**src/rtl/spi_sched_pkg.sv**
```systemverilog
// Shared types and helpers for the SPI burst scheduler.
// Holds the FSM state encoding, default sizes and round-robin step.
package spi_sched_pkg;

  localparam int DATA_W_DEF = 18;
  localparam int GAP_DEF    = 2;

  typedef enum logic [1:0] {
    IDLE,
    SHIFT,
    GAP
  } state_t;

  function automatic int rr_next(input int idx, input int n);
    return (idx + 1 >= n) ? 0 : idx + 1;
  endfunction

endpackage

```
**src/rtl/rr_arbiter.sv**
```systemverilog
// Combinational round-robin pick: first asserted request at or after
// the pointer, wrapping; the pointer register lives in the scheduler.
module rr_arbiter
  import spi_sched_pkg::*;
#(
  parameter int NUM_REQ = 2,
  parameter int PW      = $clog2(NUM_REQ)
) (
  input  logic [NUM_REQ-1:0] i_req,
  input  logic [PW-1:0]      i_ptr,
  output logic [NUM_REQ-1:0] o_gnt,
  output logic [PW-1:0]      o_idx,
  output logic               o_any
);

  logic [PW-1:0] w_cand;

  always_comb begin
    o_any  = 1'b0;
    o_idx  = '0;
    o_gnt  = '0;
    w_cand = i_ptr;
    for (int k = 0; k < NUM_REQ; k++) begin
      if (!o_any && i_req[w_cand]) begin
        o_any = 1'b1;
        o_idx = w_cand;
      end
      w_cand = PW'(rr_next(int'(w_cand), NUM_REQ));
    end
    if (o_any) o_gnt[o_idx] = 1'b1;
  end

endmodule

```
**src/rtl/spi_burst_scheduler.sv**
```systemverilog
// Round-robin SPI frame scheduler, LSB-first, one state step per bit time.
// Define SPI_BURST_CHAIN_EN to chain pending frames without an ss_n gap.
module spi_burst_scheduler
  import spi_sched_pkg::*;
#(
  parameter int DATA_W     = DATA_W_DEF,
  parameter int NUM_REQ    = 2,
  parameter int GAP_CYCLES = GAP_DEF
) (
  input  logic                        modified_sclk,
  input  logic                        reset_n,
  input  logic [NUM_REQ-1:0]          req,
  input  logic [NUM_REQ*DATA_W-1:0]   req_data,
  input  logic                        miso,
  output logic [NUM_REQ-1:0]          grant,
  output logic                        ss_n,
  output logic                        mosi,
  output logic [DATA_W-1:0]           rx_data,
  output logic                        rx_valid,
  output logic [$clog2(NUM_REQ)-1:0]  rx_owner,
  output logic                        busy
);

  localparam int PW = $clog2(NUM_REQ);
  localparam int BW = $clog2(DATA_W);
  // The IDLE arbitration slot supplies the last ss_n-high bit time.
  localparam int GAP_LAST = (GAP_CYCLES > 1) ? GAP_CYCLES - 2 : 0;
`ifdef SPI_BURST_CHAIN_EN
  localparam bit CHAIN = 1'b1;
`else
  localparam bit CHAIN = 1'b0;
`endif

  state_t              r_state;
  logic [BW-1:0]       r_bit_cnt;
  logic [3:0]          r_gap_cnt;
  logic [PW-1:0]       r_ptr;
  logic [PW-1:0]       r_owner;
  logic [DATA_W-2:0]   r_tx_sh;
  logic [DATA_W-2:0]   r_rx_sh;
  logic [NUM_REQ-1:0]  r_grant;
  logic                r_ss_n;
  logic                r_mosi;
  logic [DATA_W-1:0]   r_rx_data;
  logic                r_rx_valid;
  logic [PW-1:0]       r_rx_owner;

  logic [NUM_REQ-1:0]  w_gnt;
  logic [PW-1:0]       w_idx;
  logic                w_any;
  logic                w_last;
  logic                w_load;
  logic [DATA_W-1:0]   w_word;

  rr_arbiter #(
    .NUM_REQ (NUM_REQ),
    .PW      (PW)
  ) u_arb (
    .i_req (req),
    .i_ptr (r_ptr),
    .o_gnt (w_gnt),
    .o_idx (w_idx),
    .o_any (w_any)
  );

  assign w_word = req_data[int'(w_idx)*DATA_W +: DATA_W];
  assign w_last = (r_state == SHIFT) &&
                  (r_bit_cnt == BW'(DATA_W - 1));
  assign w_load = w_any &&
                  ((r_state == IDLE) || (CHAIN && w_last));

  always_ff @(posedge modified_sclk or negedge reset_n) begin
    if (!reset_n) begin
      r_state    <= IDLE;
      r_bit_cnt  <= '0;
      r_gap_cnt  <= '0;
      r_ptr      <= '0;
      r_owner    <= '0;
      r_tx_sh    <= '1;
      r_rx_sh    <= '1;
      r_grant    <= '0;
      r_ss_n     <= 1'b1;
      r_mosi     <= 1'b1;
      r_rx_data  <= '1;
      r_rx_valid <= 1'b0;
      r_rx_owner <= '0;
    end else begin
      r_grant    <= '0;
      r_rx_valid <= 1'b0;
      unique case (r_state)
        IDLE: begin
          r_ss_n <= 1'b1;
          r_mosi <= 1'b1;
        end
        SHIFT: begin
          r_rx_sh   <= {miso, r_rx_sh[DATA_W-2:1]};
          r_tx_sh   <= {1'b1, r_tx_sh[DATA_W-2:1]};
          r_mosi    <= r_tx_sh[0];
          r_bit_cnt <= r_bit_cnt + 1'b1;
          if (w_last) begin
            r_rx_data  <= {miso, r_rx_sh};
            r_rx_owner <= r_owner;
            r_rx_valid <= 1'b1;
            r_ss_n     <= 1'b1;
            r_mosi     <= 1'b1;
            r_bit_cnt  <= '0;
            r_gap_cnt  <= '0;
            r_state    <= (GAP_CYCLES > 1) ? GAP : IDLE;
          end
        end
        GAP: begin
          r_ss_n    <= 1'b1;
          r_gap_cnt <= r_gap_cnt + 1'b1;
          if (r_gap_cnt == 4'(GAP_LAST)) r_state <= IDLE;
        end
        default: r_state <= IDLE;
      endcase
      // A load overrides the end-of-frame defaults when chaining.
      if (w_load) begin
        r_grant   <= w_gnt;
        r_tx_sh   <= w_word[DATA_W-1:1];
        r_mosi    <= w_word[0];
        r_owner   <= w_idx;
        r_ss_n    <= 1'b0;
        r_bit_cnt <= '0;
        r_ptr     <= PW'(rr_next(int'(w_idx), NUM_REQ));
        r_state   <= SHIFT;
      end
    end
  end

  assign grant    = r_grant;
  assign ss_n     = r_ss_n;
  assign mosi     = r_mosi;
  assign rx_data  = r_rx_data;
  assign rx_valid = r_rx_valid;
  assign rx_owner = r_rx_owner;
  assign busy     = (r_state != IDLE);

endmodule

```
**config.mk**
```make
export PLATFORM = sky130hd
export DESIGN_NAME = spi_burst_scheduler
export DESIGN_NICKNAME = d
export VERILOG_FILES = /design/src/rtl/spi_sched_pkg.sv /design/src/rtl/rr_arbiter.sv /design/src/rtl/spi_burst_scheduler.sv
export SDC_FILE = /design/constraint.sdc
export NUM_CORES = 1
export LEC_CHECK = 0
export CORE_ASPECT_RATIO = 1.5
export CORE_MARGIN = 10
export CORE_UTILIZATION = 40
export CTS_CLUSTER_SIZE = 14
export DETAILED_ROUTE_END_ITERATION = 8
export HOLD_SLACK_MARGIN = 0.12
export PLACE_DENSITY_LB_ADDON = 0.3
export SLEW_MARGIN = 20
export SYNTH_ARGS = -nofsm -noshare
export SYNTH_HDL_FRONTEND = slang
export SYNTH_SLANG_ARGS = --single-unit
```
**constraint.sdc**
```tcl
create_clock -name modified_sclk -period 2.2 [get_ports modified_sclk]
set_clock_uncertainty 0.05 [all_clocks]
set_input_delay 0.33 -clock modified_sclk [delete_from_list [all_inputs] [get_ports modified_sclk]]
set_output_delay 0.33 -clock modified_sclk [all_outputs]
set_load 0.01 [all_outputs]
```
==> summary.md, run 1 <==
| Metric | Value |
|---|---|
| Async SR Flop Fraction | 1.000 |
| Post-synthesis mux area share | 0.06689 |
| Critical Path RT | 1820 ps |
| CP Max Fanout | 6 |
| Setup Slack @ Placement | 171.6 ps |
| Post-Syn Area per Cell | 10.73 um^2 |
| Core Area | 8108 um^2 |
| Die width | 94.70 um |
| Simple-gate share of the synthesized area | 0.1943 |
| CTS sink cnt | 71 |
| Total track usage | 0.1342 |
| DR vias | 2,578 |
| H-tree levels | 3 |
| Number of synthesized flops with an enable pin | 0 |
| Routed WL | 8.030 mm |
| Main synth FF type | dfstp_2 |
| DR iter-0 viols | 123 |
| Routed Antenna Nets | 0 |
| Main combinational cell family by area after synthesis | simple AND/OR/NAND/NOR gates |
| Root Buffer | clkbuf_16 |
| Die footprint | 12,510 um^2 |
| Worst-path clk slew | 50 ps |
| Initial antenna violation count | 0 |
| RSZ-0062 raised after global routing | false |
| CTS tree | built |
| Crit Path Category | reg2out |
| Area of the mapped netlist | 3348 um^2 |
| Maxcap violations | 0 |
| Clk Latency, worst-skew pair | 330 ps |
| Total CTS buffers | 9 |
| Power Density | 1316 nW/um^2 |
| YS warnings | 0 |
| F_max | 528.2 MHz |
| Share of layout cells above drive strength 1 | 0.2455 |
| M1 GR Usage | 0.1692 |
| Busiest grt layer | met2 |
| Number of remaining DRC errors | 0 |
| Vias per std cell | 5.240 |
| Lkg Pwr | 2.059 nW |
| PortBufs | 65 |
| Most common cell after layout, fill and taps aside | nand2_1 |
| DP Wirelength | 5.599 mm |
| Xor/xnor share of the synthesized area | 0.005232 |
| Post-Syn Nets | 357 |
| Worst hold path type | reg2reg |
| Antenna cells | 0 |
| Slew Limit Fails | 0 |
| Largest net degree at the start of global routing | 36 |
| I/O Pins | 66 |
| Shortest period the worst path allows | 1893 ps |
| Standard-cell rows | 40 |
| Layout area overhead | 34.38% |
| Slew HR | 0.5761 |
| Post-Synth Adder-Cell Area | 0.01495 |
| DR pass1 iterations | 4 |
| Crit path DAT | 1510 ps |
| GR Util met3 | 0.03820 |
| Post-synthesis cell type count | 44 |
| Final Cycle Share | 0.8606 |
| Final setup margin | 306.7 ps |
| Area of the multi-input gates | 1355 um^2 |
| FF+latch area | 1844 um^2 |
| Most frequent cells in the layout | 72 x nand2_1, 64 x clkdlybuf4s50_1, 54 x dfstp_2 |
| Fin nets | 427 |
| Fillers | 711 |
| Seq/Total Area, Yosys | 0.5508 |
| First-pass GRT wire length | 13.61 mm |
| Vias in the first global route | 2,723 |
| Initial core utilization | 0.4130 |
| Least-Margin Pin Slew | 629.2 ps |
| Met2 Use GR | 0.2065 |
| Peak supply drop | 0.8923 mV |
| Critical Path End Type | output port |
| Yosys reg bits | 71 |
| Routed wire length per instance | 16.32 um |
| Outcome | finished clean |
| Die height | 132.1 um |
| Grt ovf | 0 |
| Post-Synthesis Cells | 312 |
| Startpoint class of the critical path | flip-flop |
| CTS max path bufs | 2 |
| Postcts setup bufs | 0 |
| Final Hold Vio Count | 0 |
| TNS Setup | 0 ps |
| # setup viols final | 0 |
| Placer Congestion | 0.7581 |
| Synth Area in Compound Gates | 0.1233 |
-- metal layers --
metal  share of wire  wire, um  vias up
met1            0.44      3519     1248
met5               0         0        -
met3           0.075       599       11
met4           0.018       143        0
li1                -         -     1234
met2            0.47      3768       85
-- logic make-up after synthesis --
group                    count (synthesis)
AND/OR/NAND/NOR                        130
AO/OA/AOI/OAI                           56
multiplexers                            20
adder cells (fa/ha/maj)                  4
flip-flops                              71
buffers and inverters                   29
XOR/XNOR                                 2
-- per-stage QoR --
stage	hold WS [ps]	area (um^2)	power [mW]	util	cells
after global placement	227.5	4133	4.206	0.5097	475
final	409.3	4499	5.922	0.5549	492
after CTS	411.2	4499	5.993	0.5549	492
after global routing	425.4	4499	6.315	0.5549	492
after detailed placement	230.4	4133	4.262	0.5097	475
after floorplan	-15.59	3348	3.522	-	312
-- critical path, stage by stage, from the launching register on --
cell,delay (ps)
dfrtp_1,440
nor2_1,80
inv_1,110
clkdlybuf4s50_1,560
-- repair_timing --
item                                   CTS  global route
hold buffers                             1             0
gates resized for setup                  0             0
endpoints found under the hold margin    9             0
-- cell usage after synthesis, drive strengths merged, types with 4 or more instances --
cell type  instances  area share
ha                 4       0.015
buf               13       0.026
and3              33       0.062
o21ai              7       0.010
clkbuf             7      0.0082
nand2             73       0.083
dfrtp             17        0.13
inv                9       0.010
o32a              16       0.048
a21oi             20       0.033
dfstp             54        0.42
mux2              19       0.064
nor2               5      0.0056
-- final cells by class --
cell class                      instances  area share
Inverter                                9    0.007508
Clock inverter                          5     0.02308
Clock buffer                           11     0.05617
Multi-Input combinational cell        212      0.3012
Sequential cell                        71      0.4099
Tap cell                              105     0.02920
Timing Repair Buffer                   79      0.1730
-- worst paths after layout --
check	from	end	slack, ps	cells past startpoint
setup / recovery	r_state[1]	busy	310	3
hold reg to reg	r_rx_sh[9]	r_rx_sh[8]	410	2
hold / removal	r_rx_sh[9]	r_rx_sh[8]	410	2
min in group asynchronous	reset_n	grant[1]	420	2
max in group asynchronous	reset_n	r_rx_sh[1]	990	3
setup reg to reg	r_bit_cnt[1]	rx_data[1]	510	6
-- report_power, final --
part / leakage, nW / internal (mW) / switching, mW
Sequential: 0.787 / 2.12 / 0.327
Clock: 0.176 / 1.17 / 0.526
Combinational: 1.10 / 0.955 / 0.827
Total: 2.06 / 4.24 / 1.68
-- registers in the layout, summed over array words and instances (netlist names), 2 cells and up --
register and cells:
grant 2, r_bit_cnt 5, r_gap_cnt 4, r_rx_sh 17, r_state 2, r_tx_sh 17, rx_data 18
No activity file was read; power rests on OpenSTA's default activity.
==> run 2, diff against run 1 <==
--- a/config.mk
+++ b/config.mk
@@ -5,9 +5,9 @@
 export SDC_FILE = /design/constraint.sdc
 export NUM_CORES = 1
 export LEC_CHECK = 0
-export CORE_ASPECT_RATIO = 1.5
+export CORE_ASPECT_RATIO = 1.2
 export CORE_MARGIN = 10
-export CORE_UTILIZATION = 40
+export CORE_UTILIZATION = 30
 export CTS_CLUSTER_SIZE = 14
 export DETAILED_ROUTE_END_ITERATION = 8
 export HOLD_SLACK_MARGIN = 0.12
==> summary.md, run 2 (same netlist as run 1, synthesis figures left out) <==
| Metric | Value |
|---|---|
| Outcome | finished clean |
| CTS sink cnt | 71 (unchanged) |
| Root Buffer | clkbuf_16 |
| Core Area | 10,980 um^2 (+35%) |
| DP Wirelength | 5.779 mm (+3.2%) |
| Non-filler cells, final | 520 (+5.7%) |
| Maxcap violations | 0 (unchanged) |
| Inst Count DP | 503 (+5.9%) |
| Die height | 135.7 um (+2.8%) |
| Shortest period the worst path allows | 2005 ps (+111.2 ps) |
| Most common cell after layout, fill and taps aside | nand2_1 |
| Die footprint | 15,800 um^2 (+26%) |
| Final Hold Vio Count | 0 (unchanged) |
| Hold Startpoint | r_rx_sh[16] |
| Routed wire length per instance | 16.79 um (+2.9%) |
| I/O Pins | 66 (unchanged) |
| DR vias | 2,611 (+1.3%) |
| Postcts setup bufs | 0 (unchanged) |
| Largest net degree at the start of global routing | 72 (+100%) |
| Slew Limit Fails | 0 (unchanged) |
| Vias per std cell | 5.021 (-4.2%) |
| # setup viols final | 0 (unchanged) |
| Crit Path Category | reg2out |
| F_max | 498.9 MHz (-5.5%) |
| CP max-delay cell | clkdlybuf4s50_1 |
| Most frequent cells in the layout | 72 x nand2_1, 64 x clkdlybuf4s50_1, 54 x dfstp_2 |
| Die width | 116.4 um (+23%) |
| Lkg Pwr | 2.028 nW (-1.5%) |
| CP peak stage delay | 580 ps (+20 ps) |
| Routed Antenna Nets | 0 (unchanged) |
| Placer Congestion | 0.7473 (-1.4%) |
| Clk Latency, worst-skew pair | 330 ps (about the same) |
| DR pass1 iterations | 4 (unchanged) |
| Fin nets | 428 (+0.23%) |
| Vias in the first global route | 2,720 (-0.11%) |
| Worst-path clk slew | 60 ps (about the same) |
| Number of remaining DRC errors | 0 (unchanged) |
| DR iter-0 viols | 150 (+22%) |
| CTS max path bufs | 2 (unchanged) |
| Post_cts resized | 0 (unchanged) |
| Startpoint class of the critical path | flip-flop |
| Layout area overhead | 33.48% |
| H-tree levels | 3 (unchanged) |
| Hold Slack | 409.4 ps (+0.1560 ps) |
| First-pass GRT wire length | 14.19 mm (+4.3%) |
| RSZ-0062 raised after global routing | false |
| Initial core utilization | 0.3049 (-0.1081) |
| Critical Path End Type | output port |
| Power, Total | 5.671 mW (-4.2%) |
| FF-to-FF Start | r_state[1] |
| CP Max Fanout | 8 (+2) |
| Share of layout cells above drive strength 1 | 0.2474 (+0.001945) |
| Crit path launch | r_state[1] |
| Slew HR | 0.5649 (-0.01115) |
| Critical Path RT | 1820 ps (about the same) |
| Least-Margin Pin Slew | 652.6 ps (+23.37 ps) |
| Peak supply drop | 0.6211 mV (-30%) |
| Total track usage | 0.1136 (-0.02067) |
| Routed WL | 8.729 mm (+8.7%) |
| Initial antenna violation count | 0 (unchanged) |
| Grt ovf | 0 (unchanged) |
| Total CTS buffers | 9 (unchanged) |
| Max reg flops | 18 (unchanged) |
| PortBufs | 65 (unchanged) |
| Critical Path, Cell by Cell | nor2_1, inv_1, clkdlybuf4s50_1 |
| Antenna cells | 0 (unchanged) |
| CTS tree | built |
| Worst hold path type | reg2reg |
| TNS Setup | 0 ps (unchanged) |
| Standard-cell rows | 42 (+5.0%) |
| Power Density | 1269 nW/um^2 (-3.6%) |
| Final Cycle Share | 0.9112 (+0.05057) |
| Crit path DAT | 1620 ps (+110 ps) |
[run 2: cell count changes in the layout (fill, tap and decap cells not counted), sizes merged]
| cell | previous run | this run |
|---|---|---|
| clkbuf | 11 | 9 |
| inv | 9 | 15 |
| buf | 14 | 15 |
| clkinvlp | 0 | 1 |
| bufinv | 3 | 0 |
| clkinv | 2 | 0 |
[run 2: cell type report]
| type | instances | area [um^2] |
|---|---|---|
| clock buffers | 9 | 225.2 |
| clock inverters | 7 | 60.06 |
| fillers | 1068 | 6514 |
| inverters | 9 | 33.78 |
| multi-input cells | 212 | 1355 |
| flip-flops and latches | 71 | 1844 |
| well taps | 132 | 165.2 |
| repair buffers | 80 | 785.8 |
[run 2: path summary, 6_finish.rpt]
kind                                    end  slack [ps]  depth (start not counted)
worst max-delay path                   busy         200                          3
worst min-delay path            r_rx_sh[15]         410                          2
worst max register to register   r_tx_sh[9]         480                          5
worst min register to register  r_rx_sh[15]         410                          2
max in group asynchronous       rx_data[10]        1240                          3
min in group asynchronous             r_ptr         520                          3
[run 2: layer usage]
metal	GRT usage	up-vias	part of all wire
met5	0	-	0
met4	0.03412	0	0.0099
met3	0.04787	8	0.077
met2	0.1747	81	0.45
met1	0.1410	1281	0.46
li1	-	1241	-
[run 2: timing repair]
action                                  CTS  global route
endpoints found under the setup margin    0             0
hold buffers                              1             0
endpoints found under the hold margin    17             0
[run 2: through the flow]
| step | utilization | setup slack, ps | area [um^2] |
|---|---|---|---|
| floorplan | - | 650.2 | 3348 |
| global placement | 0.3800 | 174.0 | 4174 |
| detailed placement | 0.3800 | 133.9 | 4174 |
| CTS | 0.4069 | 170.4 | 4469 |
| global route | 0.4069 | 111.8 | 4469 |
| finish | 0.4069 | 195.4 | 4469 |
[run 2: critical path: cells and delay by family (launching register included)]
family / cells / cell delay, ps
AND/OR/NAND/NOR: 1 / 90
flip-flops: 1 / 510
buffers and inverters: 2 / 700
[run 2: where the power goes]
part	switching, mW	total (mW)	internal [mW]
Sequential	0.345	2.46	2.12
Combinational	0.833	1.79	0.959
Clock	0.628	1.42	0.788
==> run 3, diff against run 2 <==
==> constraint.sdc (replaced) <==
create_clock -name modified_sclk -period 1.64 [get_ports modified_sclk]
set_clock_uncertainty 0.05 [all_clocks]
set_input_delay 0.246 -clock modified_sclk [delete_from_list [all_inputs] [get_ports modified_sclk]]
set_output_delay 0.246 -clock modified_sclk [all_outputs]
set_load 0.01 [all_outputs]
==> summary.md, run 3 (same netlist as run 1, synthesis figures left out) <==
| Metric | Value |
|---|---|
| Busiest grt layer | met2 |
| Routed WL | 8.854 mm (+1.4%) |
| Power Density | 1666 nW/um^2 (+31%) |
| CTS sink cnt | 71 (unchanged) |
| Total track usage | 0.1118 (-0.001754) |
| Crit Path Category | reg2reg |
| Least-Margin Pin Slew | 498.0 ps (-154.5 ps) |
| Initial core utilization | 0.3049 (unchanged) |
| Setup Slack @ Placement | -182.0 ps (-315.9 ps) |
| Shortest period the worst path allows | 1624 ps |
| PortBufs | 65 (unchanged) |
| DP Wirelength | 5.945 mm (+2.9%) |
| M1 GR Usage | 0.1353 (-0.005723) |
| Critical Path RT | 1800 ps (-20 ps) |
| Standard-cell rows | 42 (unchanged) |
| DR pass1 iterations | 4 (unchanged) |
| CP Max Fanout | 5 (-3) |
| H-tree levels | 3 (unchanged) |
| I/O Pins | 66 (unchanged) |
| Number of remaining DRC errors | 0 (unchanged) |
| Core Area | 10,980 um^2 (unchanged) |
| Slew Limit Fails | 0 (unchanged) |
| Final Hold Vio Count | 0 (unchanged) |
| Most frequent cells in the layout | 72 x nand2_1, 54 x dfstp_2, 43 x clkdlybuf4s50_1 |
| WP buf/inv | 2 (unchanged) |
| GR Util met3 | 0.04034 (-0.007535) |
| Outcome | finished clean |
| Layout area overhead | 38.34% |
| Total CTS buffers | 9 (unchanged) |
| CP peak stage delay | 380 ps (-200 ps) |
| Critical Path, Cell by Cell | inv_1, ha_2, and4bb_4, nand2_8, buf_8, mux2_4 |
| F_max | 615.8 MHz |
| Clk Latency, worst-skew pair | 330 ps (about the same) |
| # setup viols final | 0 (unchanged) |
| Initial antenna violation count | 0 (unchanged) |
| Die footprint | 15,800 um^2 (unchanged) |
| Worst hold path type | reg2reg |
| First-pass GRT wire length | 14.23 mm (+0.24%) |
| CP max-delay cell | dfrtp_1 |
| TNS Setup | 0 ps (unchanged) |
| Root Buffer | clkbuf_16 |
| Worst-path clk slew | 60 ps (about the same) |
| Largest net degree at the start of global routing | 72 (unchanged) |
| Fin nets | 445 (+4.0%) |
| Die width | 116.4 um (unchanged) |
| DR vias | 2,660 (+1.9%) |
| Antenna cells | 0 (unchanged) |
| CTS tree | built |
| Critical Path End Type | flip-flop |
| Startpoint class of the critical path | flip-flop |
| Max reg flops | 18 (unchanged) |
| Slew HR | 0.6672 (+0.1023) |
| Final Cycle Share | 0.9903 |
| Final setup margin | 15.98 ps (-179.5 ps) |
| Hold Slack | 408.4 ps (-0.9850 ps) |
| Routed wire length per instance | 16.49 um (-1.8%) |
| Placement Cell Area | 4267 um^2 (+2.2%) |
| Final instance area | 4632 um^2 (+3.6%) |
| Crit path DAT | 1790 ps (+170 ps) |
| Grt ovf | 0 (unchanged) |
| Vias in the first global route | 2,870 (+5.5%) |
| Lkg Pwr | 2.200 nW (+8.5%) |
| Share of layout cells above drive strength 1 | 0.2914 (+0.04394) |
| RSZ-0062 raised after global routing | true |
| CTS max path bufs | 2 (unchanged) |
| Met2 Use GR | 0.1782 (+0.003462) |
| Peak supply drop | 0.7286 mV (+17%) |
| Top delay family on crit path | simple AND/OR/NAND/NOR gates |
| Routed Antenna Nets | 0 (unchanged) |
| DR iter-0 viols | 127 (-15%) |
| Maxcap violations | 0 (unchanged) |
| Die height | 135.7 um (unchanged) |
| Placer Congestion | 0.7709 (+3.2%) |
| Most common cell after layout, fill and taps aside | nand2_1 |
| Vias per std cell | 4.953 (-1.3%) |
-- run 3: cell count changes in the layout (fill, tap and decap cells not counted), moves of 2 or more --
cell / delta
buf_4: +16
clkdlybuf4s50_1: -21
clkinv_2: +2
dlygate4sd2_1: +20
inv_6: -3
mux2_1: -2
mux2_4: +2
-- run 3: repair_timing --
item                                    in CTS  in global routing
hold buffers                                 1                  0
gates resized for setup                     24                 10
endpoints found under the setup margin      31                 20
cloned                                       0                  1
pin swaps                                    0                  0
setup buffers                                0                  2
endpoints found under the hold margin       17                  0
-- run 3: layout make-up --
class | instances | area (um^2)
clock buffer | 9 | 225.2
clock inverter | 7 | 72.57
fill | 1053 | 6351
inverter | 9 | 41.29
multi-input combinational | 212 | 1381
sequential | 71 | 1846
tap | 132 | 165.2
timing repair buffer | 97 | 900.9
-- run 3: path summary, 6_finish.rpt --
check                                   from     endpoint  slack [ps]  depth (start not counted)
min in group asynchronous            reset_n     grant[0]         420                          3
max in group asynchronous            reset_n  rx_data[10]         770                          3
worst min-delay path              r_rx_sh[0]   r_rx_sh[0]         410                          2
worst max-delay path            r_bit_cnt[1]     rx_owner          20                          6
worst max register to register  r_bit_cnt[1]     rx_owner          20                          6
worst min register to register    r_rx_sh[0]   r_rx_sh[0]         410                          2
-- run 3: where the power goes --
part / switching [mW] / leakage [nW] / internal [mW] / total [mW]
registers: 0.419 / 0.787 / 2.84 / 3.26
logic: 1.21 / 1.27 / 1.30 / 2.51
clock network: 0.769 / 0.142 / 1.18 / 1.95
-- run 3: through the flow --
| step | power [mW] | utilization | cells |
|---|---|---|---|
| floorplan | 4.725 | - | 312 |
| global placement | 5.801 | 0.3885 | 517 |
| detailed placement | 5.873 | 0.3885 | 517 |
| CTS | 7.750 | 0.4149 | 534 |
| global route | 8.236 | 0.4217 | 537 |
| finish | 7.717 | 0.4217 | 537 |
-- run 3: routing by layer --
metal  part of all wire  wire length, um  vias up
met2               0.46             4047       80
met5                  0                0        -
li1                   -                -     1274
met3              0.079              702       11
met4              0.012              108        0
met1               0.45             3994     1295
-- run 3: tightest hold or removal path, delay by kind of cell, from the launching register on --
| family | cells | cell delay (ps) |
|---|---|---|
| and+or+nand+nor | 2 | 90 |
| DFF | 1 | 370 |
